**config.mk**
```make
export PLATFORM = sky130hd
export DESIGN_NAME = dma_axi_wr_engine
export DESIGN_NICKNAME = d
export VERILOG_FILES = /design/src/rtl/dma_axi_wr_engine.sv
export SDC_FILE = /design/constraint.sdc
export NUM_CORES = 1
export LEC_CHECK = 0
export ABC_AREA = 1
export BUFFER_PORTS_ARGS = -buffer_cell sky130_fd_sc_hd__buf_4
export CELL_PAD_IN_SITES_DETAIL_PLACEMENT = 2
export CELL_PAD_IN_SITES_GLOBAL_PLACEMENT = 2
export CORE_UTILIZATION = 28
export DETAILED_ROUTE_END_ITERATION = 16
export GPL_TIMING_DRIVEN = 0
export PLACE_DENSITY_LB_ADDON = 0.25
export SETUP_SLACK_MARGIN = 0.2
export SYNTH_ARGS = -nofsm -noshare
export SYNTH_HDL_FRONTEND = slang
export SYNTH_SLANG_ARGS = --single-unit
export TNS_END_PERCENT = 1
```
**constraint.sdc**
```tcl
create_clock -name clk -period 3.96 [get_ports clk]
set_input_delay 0.396 -clock clk [delete_from_list [all_inputs] [get_ports clk]]
set_output_delay 0.396 -clock clk [all_outputs]
set_load 0.01 [all_outputs]
```
**src/rtl/dma_axi_wr_engine.sv**
```systemverilog
// dma_axi_wr_engine: DMA write-side burst engine on an AXI4 write port.
// Splits one command into INCR bursts that never cross a 4 KB page.
module dma_axi_wr_engine #(
   parameter int ADDR_W    = 64,
   parameter int DATA_W    = 64,
   parameter int LEN_W     = 20,
   parameter int MAX_BURST = 16,
   parameter int MAX_OUTST = 4
) (
   input  logic                clk,
   input  logic                rstn,
   input  logic                cmd_valid,
   output logic                cmd_ready,
   input  logic [ADDR_W-1:0]   cmd_addr,
   input  logic [LEN_W-1:0]    cmd_beats,
   input  logic                s_valid,
   output logic                s_ready,
   input  logic [DATA_W-1:0]   s_data,
   output logic                done,
   output logic                done_err,
   output logic                busy,
   output logic                aw_valid,
   input  logic                aw_ready,
   output logic [ADDR_W-1:0]   aw_addr,
   output logic [7:0]          aw_len,
   output logic [2:0]          aw_size,
   output logic [1:0]          aw_burst,
   output logic [3:0]          aw_id,
   output logic                w_valid,
   input  logic                w_ready,
   output logic [DATA_W-1:0]   w_data,
   output logic [DATA_W/8-1:0] w_strb,
   output logic                w_last,
   input  logic                b_valid,
   output logic                b_ready,
   input  logic [1:0]          b_resp
);

   localparam int NB   = DATA_W / 8;
   localparam int SZ   = $clog2(NB);
   localparam int BL_W = $clog2(MAX_BURST) + 1;
   localparam int OS_W = 4;

   typedef enum logic [2:0] {
      S_IDLE,
      S_CALC,
      S_ADDR,
      S_DATA,
      S_DRAIN,
      S_FIN
   } state_t;

   state_t            state_q, state_d;
   logic [ADDR_W-1:0] addr_q, addr_d;
   logic [LEN_W-1:0]  rem_q, rem_d;
   logic [BL_W-1:0]   bl_q, bl_d;
   logic [BL_W-1:0]   beat_q, beat_d;
   logic [OS_W-1:0]   outst_q, outst_d;
   logic              err_q, err_d;
   logic              busy_q, busy_d;

   logic [12:0]       room_bytes;
   logic [12:0]       room_beats;
   logic [12:0]       lim;
   logic              aw_hs;
   logic              b_hs;
   logic              b_err;

   // Burst length: limited by remaining beats, MAX_BURST and the 4 KB page.
   always_comb begin
      room_bytes = 13'h1000 - {1'b0, addr_q[11:0]};
      room_beats = room_bytes >> SZ;
      lim        = 13'(MAX_BURST);
      if (room_beats < lim) lim = room_beats;
      if (32'(rem_q) < 32'(lim)) lim = 13'(rem_q);
   end

   always_comb begin
      state_d   = state_q;
      addr_d    = addr_q;
      rem_d     = rem_q;
      bl_d      = bl_q;
      beat_d    = beat_q;
      busy_d    = busy_q;
      cmd_ready = 1'b0;
      s_ready   = 1'b0;
      aw_valid  = 1'b0;
      w_valid   = 1'b0;
      w_last    = 1'b0;
      done      = 1'b0;
      done_err  = 1'b0;
      unique case (state_q)
         S_IDLE: begin
            cmd_ready = 1'b1;
            if (cmd_valid) begin
               addr_d  = cmd_addr;
               rem_d   = cmd_beats;
               busy_d  = 1'b1;
               state_d = (cmd_beats == '0) ? S_FIN : S_CALC;
            end
         end
         S_CALC: begin
            bl_d = BL_W'(lim);
            if (outst_q < OS_W'(MAX_OUTST)) state_d = S_ADDR;
         end
         S_ADDR: begin
            aw_valid = 1'b1;
            if (aw_ready) begin
               beat_d  = '0;
               state_d = S_DATA;
            end
         end
         S_DATA: begin
            s_ready = w_ready;
            w_valid = s_valid;
            w_last  = (beat_q == bl_q - BL_W'(1));
            if (s_valid && w_ready) begin
               rem_d  = rem_q - LEN_W'(1);
               beat_d = beat_q + BL_W'(1);
               if (w_last) begin
                  addr_d  = addr_q + (ADDR_W'(bl_q) << SZ);
                  state_d = (rem_d != '0) ? S_CALC : S_DRAIN;
               end
            end
         end
         S_DRAIN: begin
            if (outst_q == '0) state_d = S_FIN;
         end
         S_FIN: begin
            done     = 1'b1;
            done_err = err_q;
            busy_d   = 1'b0;
            state_d  = S_IDLE;
         end
         default: state_d = S_IDLE;
      endcase
   end

   assign aw_addr  = addr_q;
   assign aw_len   = 8'(bl_q - BL_W'(1));
   assign aw_size  = 3'(SZ);
   assign aw_burst = 2'b01;
   assign aw_id    = '0;
   assign w_data   = s_data;
   assign w_strb   = '1;
   assign b_ready  = 1'b1;
   assign busy     = busy_q;

   assign aw_hs = aw_valid & aw_ready;
   assign b_hs  = b_valid & b_ready;
   assign b_err = (b_resp == 2'b10) || (b_resp == 2'b11);

   // A stray B with nothing outstanding leaves the count pinned at zero.
   always_comb begin
      outst_d = outst_q;
      if (aw_hs && !b_hs) begin
         outst_d = outst_q + OS_W'(1);
      end else if (b_hs && !aw_hs && outst_q != '0) begin
         outst_d = outst_q - OS_W'(1);
      end
      err_d = err_q | (b_hs & b_err);
      if (state_q == S_FIN) err_d = 1'b0;
   end

   always_ff @(posedge clk or negedge rstn) begin
      if (!rstn) begin
         state_q <= S_IDLE;
         addr_q  <= '0;
         rem_q   <= '0;
         bl_q    <= '0;
         beat_q  <= '0;
         outst_q <= '0;
         err_q   <= 1'b0;
         busy_q  <= 1'b0;
      end else begin
         state_q <= state_d;
         addr_q  <= addr_d;
         rem_q   <= rem_d;
         bl_q    <= bl_d;
         beat_q  <= beat_d;
         outst_q <= outst_d;
         err_q   <= err_d;
         busy_q  <= busy_d;
      end
   end

   a_b_outst: assert property (
      @(posedge clk) disable iff (!rstn) b_valid |-> (outst_q != '0));

   a_aw_hold: assert property (
      @(posedge clk) disable iff (!rstn)
      (aw_valid && !aw_ready) |=>
      (aw_valid && $stable(aw_addr) && $stable(aw_len)));

endmodule

```
# Word level (Yosys, flattened, before mapping)
# Index checks and enable logic that the tools add are counted.
[classes]
n_mul = 0
n_eq_ne = 14
addsub = 8
mux = 33
n_lt_le_gt_ge = 3
n_shift = 0
n_bitwise = 3
div = 0
reduce_logical = 21
[ops]
columns = ["operator", "count"]
rows = [
  ["64-bit two-way mux", 3],
  ["64-bit case mux with 2 select lines", 1],
  ["64-bit by 8-bit adder with 64-bit output", 1],
  ["20-bit two-way mux", 2],
  ["20-bit case mux with 2 select lines", 1],
  ["3-bit two-way mux", 8],
  ["20-bit logical NOT", 1],
  ["20-bit by 10-bit less-than comparator with 1-bit output", 1],
  ["20-bit nonzero test", 1],
  ["20-bit by 1-bit subtractor with 20-bit output, second input constant", 1],
  ["5-bit two-way mux", 3],
  ["3-bit case mux with 5 select lines", 1],
  ["13-bit by 12-bit subtractor with 13-bit output, first input constant", 1],
  ["2-bit != test, second input constant", 6],
  ["10-bit by 5-bit less-than comparator with 1-bit output, second input constant", 1],
  ["10-bit two-way mux", 1],
  ["5-bit case mux with 2 select lines", 1],
  ["1-bit two-way mux", 9],
  ["4-bit two-way mux", 2],
  ["2-bit nonzero test", 4],
  ["3-bit by 2-bit == test with 1-bit output, second input constant", 2],
  ["3-bit == test, second input constant", 2],
  ["3-bit AND reduction", 2],
  ["6-bit AND reduction", 1],
  ["other kinds (20)", 26],
]
[word_totals]
memories = 0
wordCells = 90
ram_bits = 0
ff_bits = 103
inputBits = 157
latch_bits = 0
rom_bits = 0
out_inout_bits = 162

# Logic depth before layout (Yosys ltp)
[logic_depth]
depth_word = 8
ltp_mapped = 18
depth_no_buf = 18

# Worst setup path before layout
# OpenSTA, ideal clock, no wires.
[synth_path]
kind = "reg-to-reg"
startpoint = "reg addr_q[3] (netlist: aw_addr[3])"
endpoint = "reg addr_q[45] (netlist: aw_addr[45])"
arrival_time_ns = 2.435
slack_ns = 1.396
setup_ns = 0.129
n_path_buf = 0
required_ns = 3.831
synth_period_minus_slack_ns = 2.564
path_stages_with_launch = 15
cell_sequence = "dfrtp_1 -> ha_1 -> inv_1 -> fa_1 -> inv_1 -> nand2_1 -> o21ai_2 -> inv_1 -> o21ai_2 -> nand2_2 -> nor2_1 -> nand3_1 -> xor2_1 -> nor2_1 -> o22ai_1"
[synth_via]
elab_chain_cells = 4
[synth_rtl]
columns = ["element", "line", "rtl"]
rows = [
  ["from (decl)", "54", "logic [ADDR_W-1:0] addr_q, addr_d;"],
  ["from (signal assigned)", "177", "addr_q <= addr_d;"],
  ["64-bit by 8-bit adder with 64-bit output", "121", "addr_d = addr_q + (ADDR_W'(bl_q) << SZ);"],
  ["64-bit two-way mux", "120", "if (w_last) begin"],
  ["64-bit two-way mux", "117", "if (s_valid && w_ready) begin"],
  ["64-bit case mux with 2 select lines", "92", "unique case (state_q)"],
]
# No other way between the ends. The select of a mux whose other input is x is not followed.
# A chain may end at the register's enable or synchronous reset.

# Worst setup path in the final report
[layout_path]
startpoint = "reg addr_q[3] (netlist: aw_addr[3])"
endpoint = "reg addr_q[61] (netlist: aw_addr[61])"
# Same word-level chain as after synthesis.

==> flow_summary.json <==
{
  "period_minus_slack_ps": 3503,
  "grt_pass1_vias": 10673,
  "tightest_slew_ps": 1095,
  "post-cts-setup-buffers": 0,
  "grt_pass1_wl_um": 63080,
  "drive_above_1_share_pct": 24.66,
  "vias_per_cell": 5.168,
  "netSwitchingFraction_pct": 53.19,
  "place_congestion": 0.9351,
  "arrival_ps": 3750,
  "critPathLaunchType": "register",
  "synth_edf_count": 0,
  "grt_usage_pct": 26.73,
  "dp_hpwl_um": 34280,
  "insertion_delay_ps": 380,
  "synth_cells": 1268,
  "avgSynthCellArea_um2": 6.799,
  "timing.setup.tns_ps": 0,
  "pwr-share-comb_pct": 58.9,
  "drtPass1Iterations": 5,
  "holdCritPathClass": "in2async",
  "path_clk_slew_ps": 80,
  "outcome": "finished with violations",
  "fillers": 3691,
  "finalPower_uw": 8177,
  "rsz0062_at_grt": "true",
  "power_density_mw_per_mm2": 723.8,
  "setup_violations": 0,
  "critPathRequiredTime_ps": 4210,
  "syn_to_final_growth_pct": 31.05,
  "floorplan.initialDensity_pct": 28.78,
  "layout.nets": 1715,
  "die_y_um": 177.5,
  "numCtsBuffers": 9,
  "ant_nets": 0,
  "yosysMostFrequentCell": "nand2_1",
  "p_seq_share_pct": 28.6,
  "intPower_uw": 3827,
  "violations": "negative hold slack",
  "max-slew-margin-rel_pct": 26.24,
  "num_vias": 9980,
  "cts_sinks": 103,
  "dieArea_mm2": 0.03149,
  "min_period_over_period_pct": 88.45,
  "r2r_slack_ps": 460,
  "setup_slack_ps": 457.2,
  "critPathKind": "reg2reg",
  "drv_slew": 0,
  "multi_input_comb_area_mm2": 0.004742,
  "synth-async-reset-ratio_pct": 100.0,
  "ys_seq_elements": 103,
  "cts_max_level": 3,
  "ys_seq_area_share_pct": 29.90,
  "p_clk_share_pct": 12.5,
  "io_pins": 319,
  "power.leakage_uw": 0.005284,
  "drt-initial-drc-count": 470,
  "ir_worst_vdd_mv": 0.2641,
  "max_clock_freq_mhz": 285.5,
  "report.final.hold_viol_count": 9,
  "ys.flop_type": "dfrtp_1",
  "crit_path_end_kind": "register",
  "grt_antenna_before_repair": 0,
  "worstRegToRegCells": 15,
  "detailedPlace.worstSlack_ps": 450.9,
  "critPathMaxFanout": 7,
  "rows": 63,
  "clockRootBuffer": "clkbuf_16",
  "layout.area.seq_mm2": 0.002577,
  "post_drt_wl_per_cell_um": 21.76,
  "drt-total-wl_um": 42020,
  "synth_area_leaders": "dfrtp_1 30%, nand2_1 11%, nor2_1 7.4%",
  "synth_top_cell_by_area": "dfrtp_1",
  "portBuffers": 235,
  "drv_cap": 0,
  "drc_errors": 0,
  "yosys.cell_types.count": 45,
  "fin_skew_ps": 13.44,
  "p_sw_uw": 4350,
  "clockBufferDepth": 2,
  "cts_tree": "yes",
  "synthTopCellsByCount": "245 x nand2_1, 171 x nor2_1, 146 x inv_1",
  "n_antenna_cell": 0,
  "coreArea_mm2": 0.02995,
  "grt_overflow": 0,
  "grt_max_degree": 54,
  "yosysWarnings": 0,
  "netlist.area_leader.share_pct": 29.90,
  "syn_area_mm2": 0.008621,
  "die_w_um": 177.5,
  "whs_ps": -28.03
}
through the flow:
step,cells,cell area [um2],util (%)
after floorplan,1289,8700,-
after global placement,1914,10950,36.56
after detailed placement,1915,10980,36.67
after CTS,1931,11290,37.71
after global routing,1931,11300,37.72
final,1931,11300,37.72
path summary, 6_finish.rpt:
check	startpoint	endpoint
worst max-delay path	aw_addr[3]$_DFFE_PN0P_	aw_addr[61]$_DFFE_PN0P_
worst min-delay path	rstn	aw_addr[57]$_DFFE_PN0P_
worst max register to register	aw_addr[3]$_DFFE_PN0P_	aw_addr[61]$_DFFE_PN0P_
worst min register to register	outst_q[3]$_DFFE_PN0P_	outst_q[3]$_DFFE_PN0P_
max in group asynchronous	rstn	aw_addr[15]$_DFFE_PN0P_
min in group clk	cmd_addr[2]	aw_addr[2]$_DFFE_PN0P_
power by group through the flow:
stage	logic, uW	clock network, uW	registers, uW
floorplan	2700	0	2180
global placement	4600	0	2320
detailed placement	4810	0	2330
CTS	4840	1040	2330
global route	5290	1070	2400
finish	4820	1020	2340
sequential cells by signal, summed over array words and instances (netlist names):
| signal | flops |
|---|---|
| state_q | 3 |
| rem_q | 20 |
| busy | 1 |
| aw_addr | 64 |
| outst_q | 4 |
| err_q | 1 |
| bl_q | 5 |
| beat_q | 5 |
layout by cell type (no fill, tap or decap), types with 20 or more instances in the layout:
| cell type | netlist | final |
|---|---|---|
| o22ai_1 | 33 | 33 |
| nand3_1 | 78 | 78 |
| inv_1 | 146 | 146 |
| ha_1 | 20 | 20 |
| nand2_1 | 245 | 245 |
| conb_1 | 2 | 23 |
| nand4_1 | 38 | 38 |
| dfrtp_1 | 103 | 103 |
| o211ai_1 | 20 | 20 |
| o21ai_0 | 104 | 104 |
| nor3_1 | 40 | 40 |
| a21oi_1 | 26 | 26 |
| xor2_1 | 43 | 43 |
| nor2_1 | 171 | 170 |
| buf_4 | 84 | 318 |
final cells by class:
class	count	area share, %
plain buffers	118	7.221
clock buffers	9	1.994
clock inverters	7	0.7642
inverters	151	5.017
multi-input cells	917	41.98
flip-flops and latches	103	22.82
well taps	390	4.319
repair buffers	236	15.89
per-layer routing:
metal	vias to the layer above	part of all wire (%)	global-route usage, %
li1	4616	-	-
met1	5002	42	33.00
met2	305	50	48.06
met3	57	4.9	3.877
met4	0	2.4	7.123
met5	-	0	0
what timing repair did:
action                     CTS  global route
hold buffers                 0             0
resized for setup            0             1
setup endpoints to repair    0             1
cells by family after synthesis:
group                      share of synthesized area, %
muxes                                            0.2467
and+or+nand+nor                                   31.13
other                                           0.08712
DFF                                               29.90
buffers and inverters                             16.04
adders and majority gates                         3.367
xor gates and xnor gates                          5.080
AOI/OAI and AO/OA                                 14.15
critical path: stages (launching register included):
cell and delay (ps):
dfrtp_1 490, ha_1 370, inv_1 150, fa_1 430
inv_1 80, nand2_1 70, o21ai_2 210, inv_1 80
o21ai_2 310, nand2_2 240, nor4_2 500, nand3_1 150
nand2_1 90, nand2_1 50, nor2_1 90, o22ai_1 80
(Power assumes the default switching activity.)
